`config.mk`:
```
export PLATFORM = sky130hd
export DESIGN_NAME = grill_timer_bank
export DESIGN_NICKNAME = d
export VERILOG_FILES = /design/src/rtl/grill_timer_bank.sv
export SDC_FILE = /design/constraint.sdc
export NUM_CORES = 1
export LEC_CHECK = 0
export CELL_PAD_IN_SITES_DETAIL_PLACEMENT = 1
export CELL_PAD_IN_SITES_GLOBAL_PLACEMENT = 1
export CORE_MARGIN = 2
export CORE_UTILIZATION = 35
export CTS_BUF_LIST = sky130_fd_sc_hd__clkbuf_4
export CTS_CLUSTER_DIAMETER = 50
export DETAILED_ROUTE_END_ITERATION = 10
export PLACE_DENSITY = 0.69
export SLEW_MARGIN = 20
export SYNTH_ARGS = -nofsm -noshare
export SYNTH_HDL_FRONTEND = slang
export SYNTH_SLANG_ARGS = --single-unit
export TNS_END_PERCENT = 10
```
`constraint.sdc`:
```
create_clock -name clk -period 5 [get_ports clk]
set_clock_uncertainty 0.1 [all_clocks]
set_input_delay 0.5 -clock clk [delete_from_list [all_inputs] [get_ports clk]]
set_output_delay 0.5 -clock clk [all_outputs]
set_load 0.005 [all_outputs]
```
`src/rtl/grill_timer_bank.sv`:
```
// Bank of independent whole-second countdown timers, one-shot or periodic,
// each with its own prescaler so a started timer is accurate to one clock.
module grill_timer_bank #(
    parameter int NUM_CH        = 4,
    parameter int TICKS_PER_SEC = 50000000,
    parameter int SEC_W         = 4,
    parameter int PRE_W         = 26
) (
    input  logic                    clk,
    input  logic                    reset,
    input  logic [NUM_CH-1:0]       start,
    input  logic [NUM_CH-1:0]       stop,
    input  logic [NUM_CH-1:0]       periodic,
    input  logic [NUM_CH*SEC_W-1:0] duration,
    output logic [NUM_CH-1:0]       expire,
    output logic                    any_expire,
    output logic [NUM_CH-1:0]       active,
    output logic [NUM_CH*SEC_W-1:0] remaining
);

    typedef enum logic {
        IDLE,
        RUN
    } state_e;

    localparam logic [PRE_W-1:0] PRE_LAST = PRE_W'(TICKS_PER_SEC - 1);
    localparam logic [SEC_W-1:0] SEC_ONE  = SEC_W'(1);

    state_e            state_q [NUM_CH];
    state_e            state_d [NUM_CH];
    logic [PRE_W-1:0]  pre_q   [NUM_CH];
    logic [PRE_W-1:0]  pre_d   [NUM_CH];
    logic [SEC_W-1:0]  rem_q   [NUM_CH];
    logic [SEC_W-1:0]  rem_d   [NUM_CH];
    logic [SEC_W-1:0]  dur_q   [NUM_CH];
    logic [SEC_W-1:0]  dur_d   [NUM_CH];
    logic [NUM_CH-1:0] mode_q, mode_d;
    logic [NUM_CH-1:0] expire_q, expire_d;
    logic              any_expire_q, any_expire_d;

    // Priority per channel: start over stop over expiry.
    always_comb begin
        for (int i = 0; i < NUM_CH; i++) begin
            // NOTE: every combinational output gets a default first so no path infers a latch.
            state_d[i]  = state_q[i];
            pre_d[i]    = pre_q[i];
            rem_d[i]    = rem_q[i];
            dur_d[i]    = dur_q[i];
            mode_d[i]   = mode_q[i];
            expire_d[i] = 1'b0;

            if (start[i]) begin
                dur_d[i]  = duration[i*SEC_W +: SEC_W];
                mode_d[i] = periodic[i];
                pre_d[i]  = '0;
                if (duration[i*SEC_W +: SEC_W] == '0) begin
                    state_d[i]  = IDLE;
                    rem_d[i]    = '0;
                    expire_d[i] = 1'b1;
                end else begin
                    state_d[i] = RUN;
                    rem_d[i]   = duration[i*SEC_W +: SEC_W];
                end
            end else if (state_q[i] == RUN) begin
                if (stop[i]) begin
                    state_d[i] = IDLE;
                    rem_d[i]   = '0;
                    pre_d[i]   = '0;
                end else if (pre_q[i] == PRE_LAST) begin
                    pre_d[i] = '0;
                    if (rem_q[i] == SEC_ONE) begin
                        expire_d[i] = 1'b1;
                        if (mode_q[i]) begin
                            rem_d[i] = dur_q[i];
                        end else begin
                            state_d[i] = IDLE;
                            rem_d[i]   = '0;
                        end
                    end else begin
                        rem_d[i] = rem_q[i] - SEC_ONE;
                    end
                end else begin
                    pre_d[i] = pre_q[i] + PRE_W'(1);
                end
            end
        end
        any_expire_d = |expire_d;
    end

    always_ff @(posedge clk or posedge reset) begin
        if (reset) begin
            for (int i = 0; i < NUM_CH; i++) begin
                state_q[i] <= IDLE;
                pre_q[i]   <= '0;
                rem_q[i]   <= '0;
                dur_q[i]   <= '0;
            end
            mode_q       <= '0;
            expire_q     <= '0;
            any_expire_q <= 1'b0;
        end else begin
            // NOTE: non-blocking assignments so every flop samples pre-edge values.
            for (int i = 0; i < NUM_CH; i++) begin
                state_q[i] <= state_d[i];
                pre_q[i]   <= pre_d[i];
                rem_q[i]   <= rem_d[i];
                dur_q[i]   <= dur_d[i];
            end
            mode_q       <= mode_d;
            expire_q     <= expire_d;
            any_expire_q <= any_expire_d;
        end
    end

    always_comb begin
        remaining = '0;
        active    = '0;
        for (int i = 0; i < NUM_CH; i++) begin
            remaining[i*SEC_W +: SEC_W] = rem_q[i];
            active[i]                   = (state_q[i] == RUN);
        end
    end

    assign expire     = expire_q;
    assign any_expire = any_expire_q;

endmodule

```
== Word level (Yosys, flattened, before mapping) ==
Index checks and enable logic that the tools add are counted.
Storage, ports and cells
  flip-flop bits (word level): 149
  latch bits: 0
  RAM bits: 0
  memory bits (read-only): 0
  bits of input ports: 30
  output and inout port bits: 25
  word-level logic and storage cells: 151
  memories kept: 0
Cells by class
  $add $sub $neg: 8
  multipliers: 0
  div/mod/pow operators: 0
  $lt $le $gt $ge: 0
  eq/ne operators: 8
  shift-type cells: 0
  muxes and demuxes: 96
  bitwise logic cells: 0
  reduce and logical (&&, ||, !) cells: 17
Operators with widths (number)
  two-way mux 26 bit: 16
  two-way mux 4 bit: 28
  adder 26 x 1 -> 26 bit, second input constant: 4
  == test 26 bit, second input constant: 4
  two-way mux 1 bit: 52
  == test 4 x 1 -> 1 bit, second input constant: 4
  zero test 4 bit: 4
  subtractor 4 x 1 -> 4 bit, second input constant: 4
  nonzero test 3 bit: 4
  AND reduction 2 bit: 4
  nonzero test 2 bit: 4
  OR reduction 4 bit: 1

== Depth between registers and ports, before layout ==
  depth after elaboration: 7
  mapped depth: 8
  mapped depth without buffers: 7

== Least setup slack after synthesis ==
Ideal clock, no wire load.
  path kind: register -> register
  from: register pre_q[44] in the netlist's numbering
  to: register rem_q (netlist bit remaining[10])
  library setup time: 0.125 ns
  data arrival time: 2.028 ns
  required time: 4.775 ns
  slack: 2.747 ns
  stages on the path, launching flop included: 7
  path buffers: 2
  period minus slack after synthesis: 2.253 ns
  cell sequence: dfrtp_1 -> clkbuf_1 -> or4b_4 -> nor4_4 -> o31a_2 -> buf_6 -> mux2_4
On the way
  cells in the longest elaborated chain, start to end: 3
RTL lines
  start: declaration: line 31  | logic [PRE_W-1:0] pre_q [NUM_CH];
  start signal: indexed assignment: line 105  | pre_q[i] <= pre_d[i];
  == test 26 bit: line 69  | end else if (pre_q[i] == PRE_LAST) begin
  nonzero test 3 bit (no source line)
  AND reduction 2 bit (no source line)
  end signal: indexed assignment: line 106  | rem_q[i] <= rem_d[i];
  end: declaration: line 33  | logic [SEC_W-1:0] rem_q [NUM_CH];
Every way passes these cells.
A chain may end at the register's enable or synchronous reset.

== Worst setup path in the final report ==
  from: register pre_q[39] in the netlist's numbering
  to: register rem_q (netlist bit remaining[10])
Same word-level chain as after synthesis.

==> qor.yml <==
run_status: "completed"
synth_cells: 830
avgViaCountPerCell: 5.32
gr-max-usage-layer: "met2"
min_period_ps: 2820
first_global_vias: 6453
floorplan.initialDensity: 0.358
antenna_violating_nets_post_route: 0
maxClockFrequency_ghz: 0.354
floorplan.io_pins: 55
cts-buffers-inserted: 17
buffer_type_at_the_clock_tree_root: "clkbuf_4"
synth_top_family_by_area: "simple AND/OR/NAND/NOR gates"
grt_usage: 0.167
synth_sequential_area_ratio: 0.474
synth.net_count: 872
drt_drc_violations_left: 0
layout_cell_share_with_drive_strength_beyond_1: 0.0793
max_slew_margin: 0.352
cts.reportedPaths.clkPinSlew_ps: 140
finish.net_count: 924
drtIter0Drc: 272
synthFlopType: "dfrtp_1"
row_count: 54
startpoint_type: "flop"
signal_arrival_time_at_the_worst_endpoint_ps: 3170
power.leakage_uw: 0.00362
number_of_antenna_violations_at_the_first_check_in_global_routing: 2
report.final.slew_viol_count: 0
post-cts-setup-buffer-count: 0
crit-reg2reg-launch: "pre_q[39]$_DFFE_PP0P_"
hpwl_um: 13200
cts_buffer_depth: 2
rsz0062_at_grt: "no"
synth.lib_cells_used.distinct: 64
yosys.area_share.simple: 0.262
power.density_cell_area_nw_per_um2: 278
drtPass1Iterations: 4
route.detailed.wl_per_inst_um: 16.0
synthToLayoutAreaGrowth_pct: 14.5
via_count: 6254
count_of_input_and_output_buffers: 54
clock_tree.htree_level_count: 4
synth_compound_gate_area_share: 0.0821
final_min_period_over_clock_period: 0.564
worst_vdd_ir_v: 0.000121
layout_commonest_cell: "dfrtp_1"
final_cell_count_no_fill: 1176
worstHoldPathType: "primary input to async pin"
setup_violations: 0
clk-insertion-delay-late_ps: 560
synth.cell_area_um2: 7860
core-area_um2: 22000
synth_top_area_cell: "dfrtp_1"
postRouteWirelength_um: 18900
final_hold_viol_count: 0
reg2regPathDepth: 5
global_route_wire_length_before_repair_um: 32400
ys_warn_count: 0
grtUsageMet1: 0.228
critPathCaptureType: "flop"
timing.reg2reg.setup_slack_ps: 2180
post-synth-top-area-fraction: 0.474
async_flop_share: 1.00
synthXorXnorAreaFrac: 0.104
syn-mean-instance-area_um2: 9.47
use_met2: 0.272
globalRouteMet3Util: 0.0352
adder_cell_share_of_the_synthesized_area: 0.0191
ys_seq_elements: 149
worst_pin_slew_ps: 965
gr-total-overflow: 0
tritoncts_num_sinks: 149
numPlacedInstances: 1143
finalSetupTns_ps: 0
globalplace.congestion: 0.794
cts_tree: "yes"
die_height_um: 154
synth.area.top_cells: "dfrtp_1 (47%), nor2_1 (6.0%), xnor2_1 (5.2%), xor2_1 (5.1%), nand4_1 (3.1%)"
number_of_gates_resized_after_cts: 0
grt_max_degree: 92
cts_hold_repair.buffers: 0
postPlaceCellArea_um2: 8680
rr_endpoint: "remaining[10]$_DFFE_PP0P_"
fp.dieArea_um2: 23700
fp.dieW_um: 154
crit_fanout: 27
final_cell_mix: "dfrtp_1 (149), nor2_1 (125), nand2_1 (62), clkdlybuf4s50_1 (54), xnor2_1 (47)"
maxCapViolCount: 0
worst_ep_required_time_ps: 5350
worst-setup-path-type: "flop to flop"
multiplexer_share_of_the_synthesized_area: 0.0256
final_area_um2: 9010
number_of_synthesized_flops_with_an_enable_pin: 0
cells in the mapped netlist, types with 4 or more instances:
master    instances
a21oi_1          21
inv_1            34
nor2_1          125
and2_1            9
nand3_1          38
xnor2_1          47
and4_1            5
nor3b_1           6
nand2_1          62
nor4_1           22
or3_1            10
a31oi_1           6
o41ai_1           5
mux2_2           13
and3_1           18
clkbuf_1         17
a31o_2            4
or4_1             7
mux2i_1           4
ha_1             12
dfrtp_1         149
or2_2             6
nand4_1          39
o21ai_0          25
xor2_1           46
a22oi_1           6
buf_2             7
nor3_1           27
nand2b_1          5
registers in the layout, summed over array words and instances (netlist names):
name / flops
dur_q: 16
mode_q: 4
active: 4
remaining: 16
pre_q: 104
expire: 4
any_expire: 1
worst max-delay path, stage by stage (launching register included):
cell,delay [ps]
dfrtp_1,420
nand4_1,180
or4b_4,570
nor4_4,490
o31a_2,600
mux2_4,350
worst max-delay path by stage:
stage                                            to  cells after the start  slack (ps)             startpoint
final                     remaining[10]$_DFFE_PP0P_                      5        2180  pre_q[39]$_DFFE_PP0P_
after global routing       remaining[7]$_DFFE_PP0P_                      6        1920  pre_q[64]$_DFFE_PP0P_
after CTS                  remaining[7]$_DFFE_PP0P_                      6        2130  pre_q[64]$_DFFE_PP0P_
after detailed placement      pre_q[92]$_DFFE_PP0P_                      6        1780               start[0]
after global placement        pre_q[92]$_DFFE_PP0P_                      6        1820               start[0]
after floorplan                 active[0]$_DFF_PP0_                      1         390                  reset
layout make-up:
type                    count  area (um^2)
diodes                      1         2.50
flip-flops and latches    149         3730
well taps                 280          350
fillers                  2538        13000
clock buffers              19          143
multi-input cells         619         3880
inverters                  34          133
clock inverters            13          180
repair buffers             61          593
cell families after synthesis:
group / after synthesis
and+or+nand+nor: 399
muxes: 18
xor gates and xnor gates: 93
buffers and inverters: 62
adders and majority gates: 12
DFF: 149
AOI/OAI and AO/OA: 97
metal layers:
layer / up-vias / part of all wire
li1: 3045 / -
met1: 3133 / 0.49
met2: 64 / 0.47
met3: 12 / 0.027
met4: 0 / 0.011
met5: - / 0
power by group:
part	switching (uW)	internal (uW)
Clock	456	406
Sequential	60.4	1250
Combinational	172	156
metrics by stage:
step	setup slack, ps	power [uW]	utilization	hold slack [ps]
CTS	2130	2540	0.410	358
global route	1920	2630	0.410	393
detailed placement	1780	1670	0.395	398
floorplan	392	1510	-	380
finish	2180	2500	0.410	336
global placement	1820	1660	0.395	393
Power figures use the tool's default switching activity.
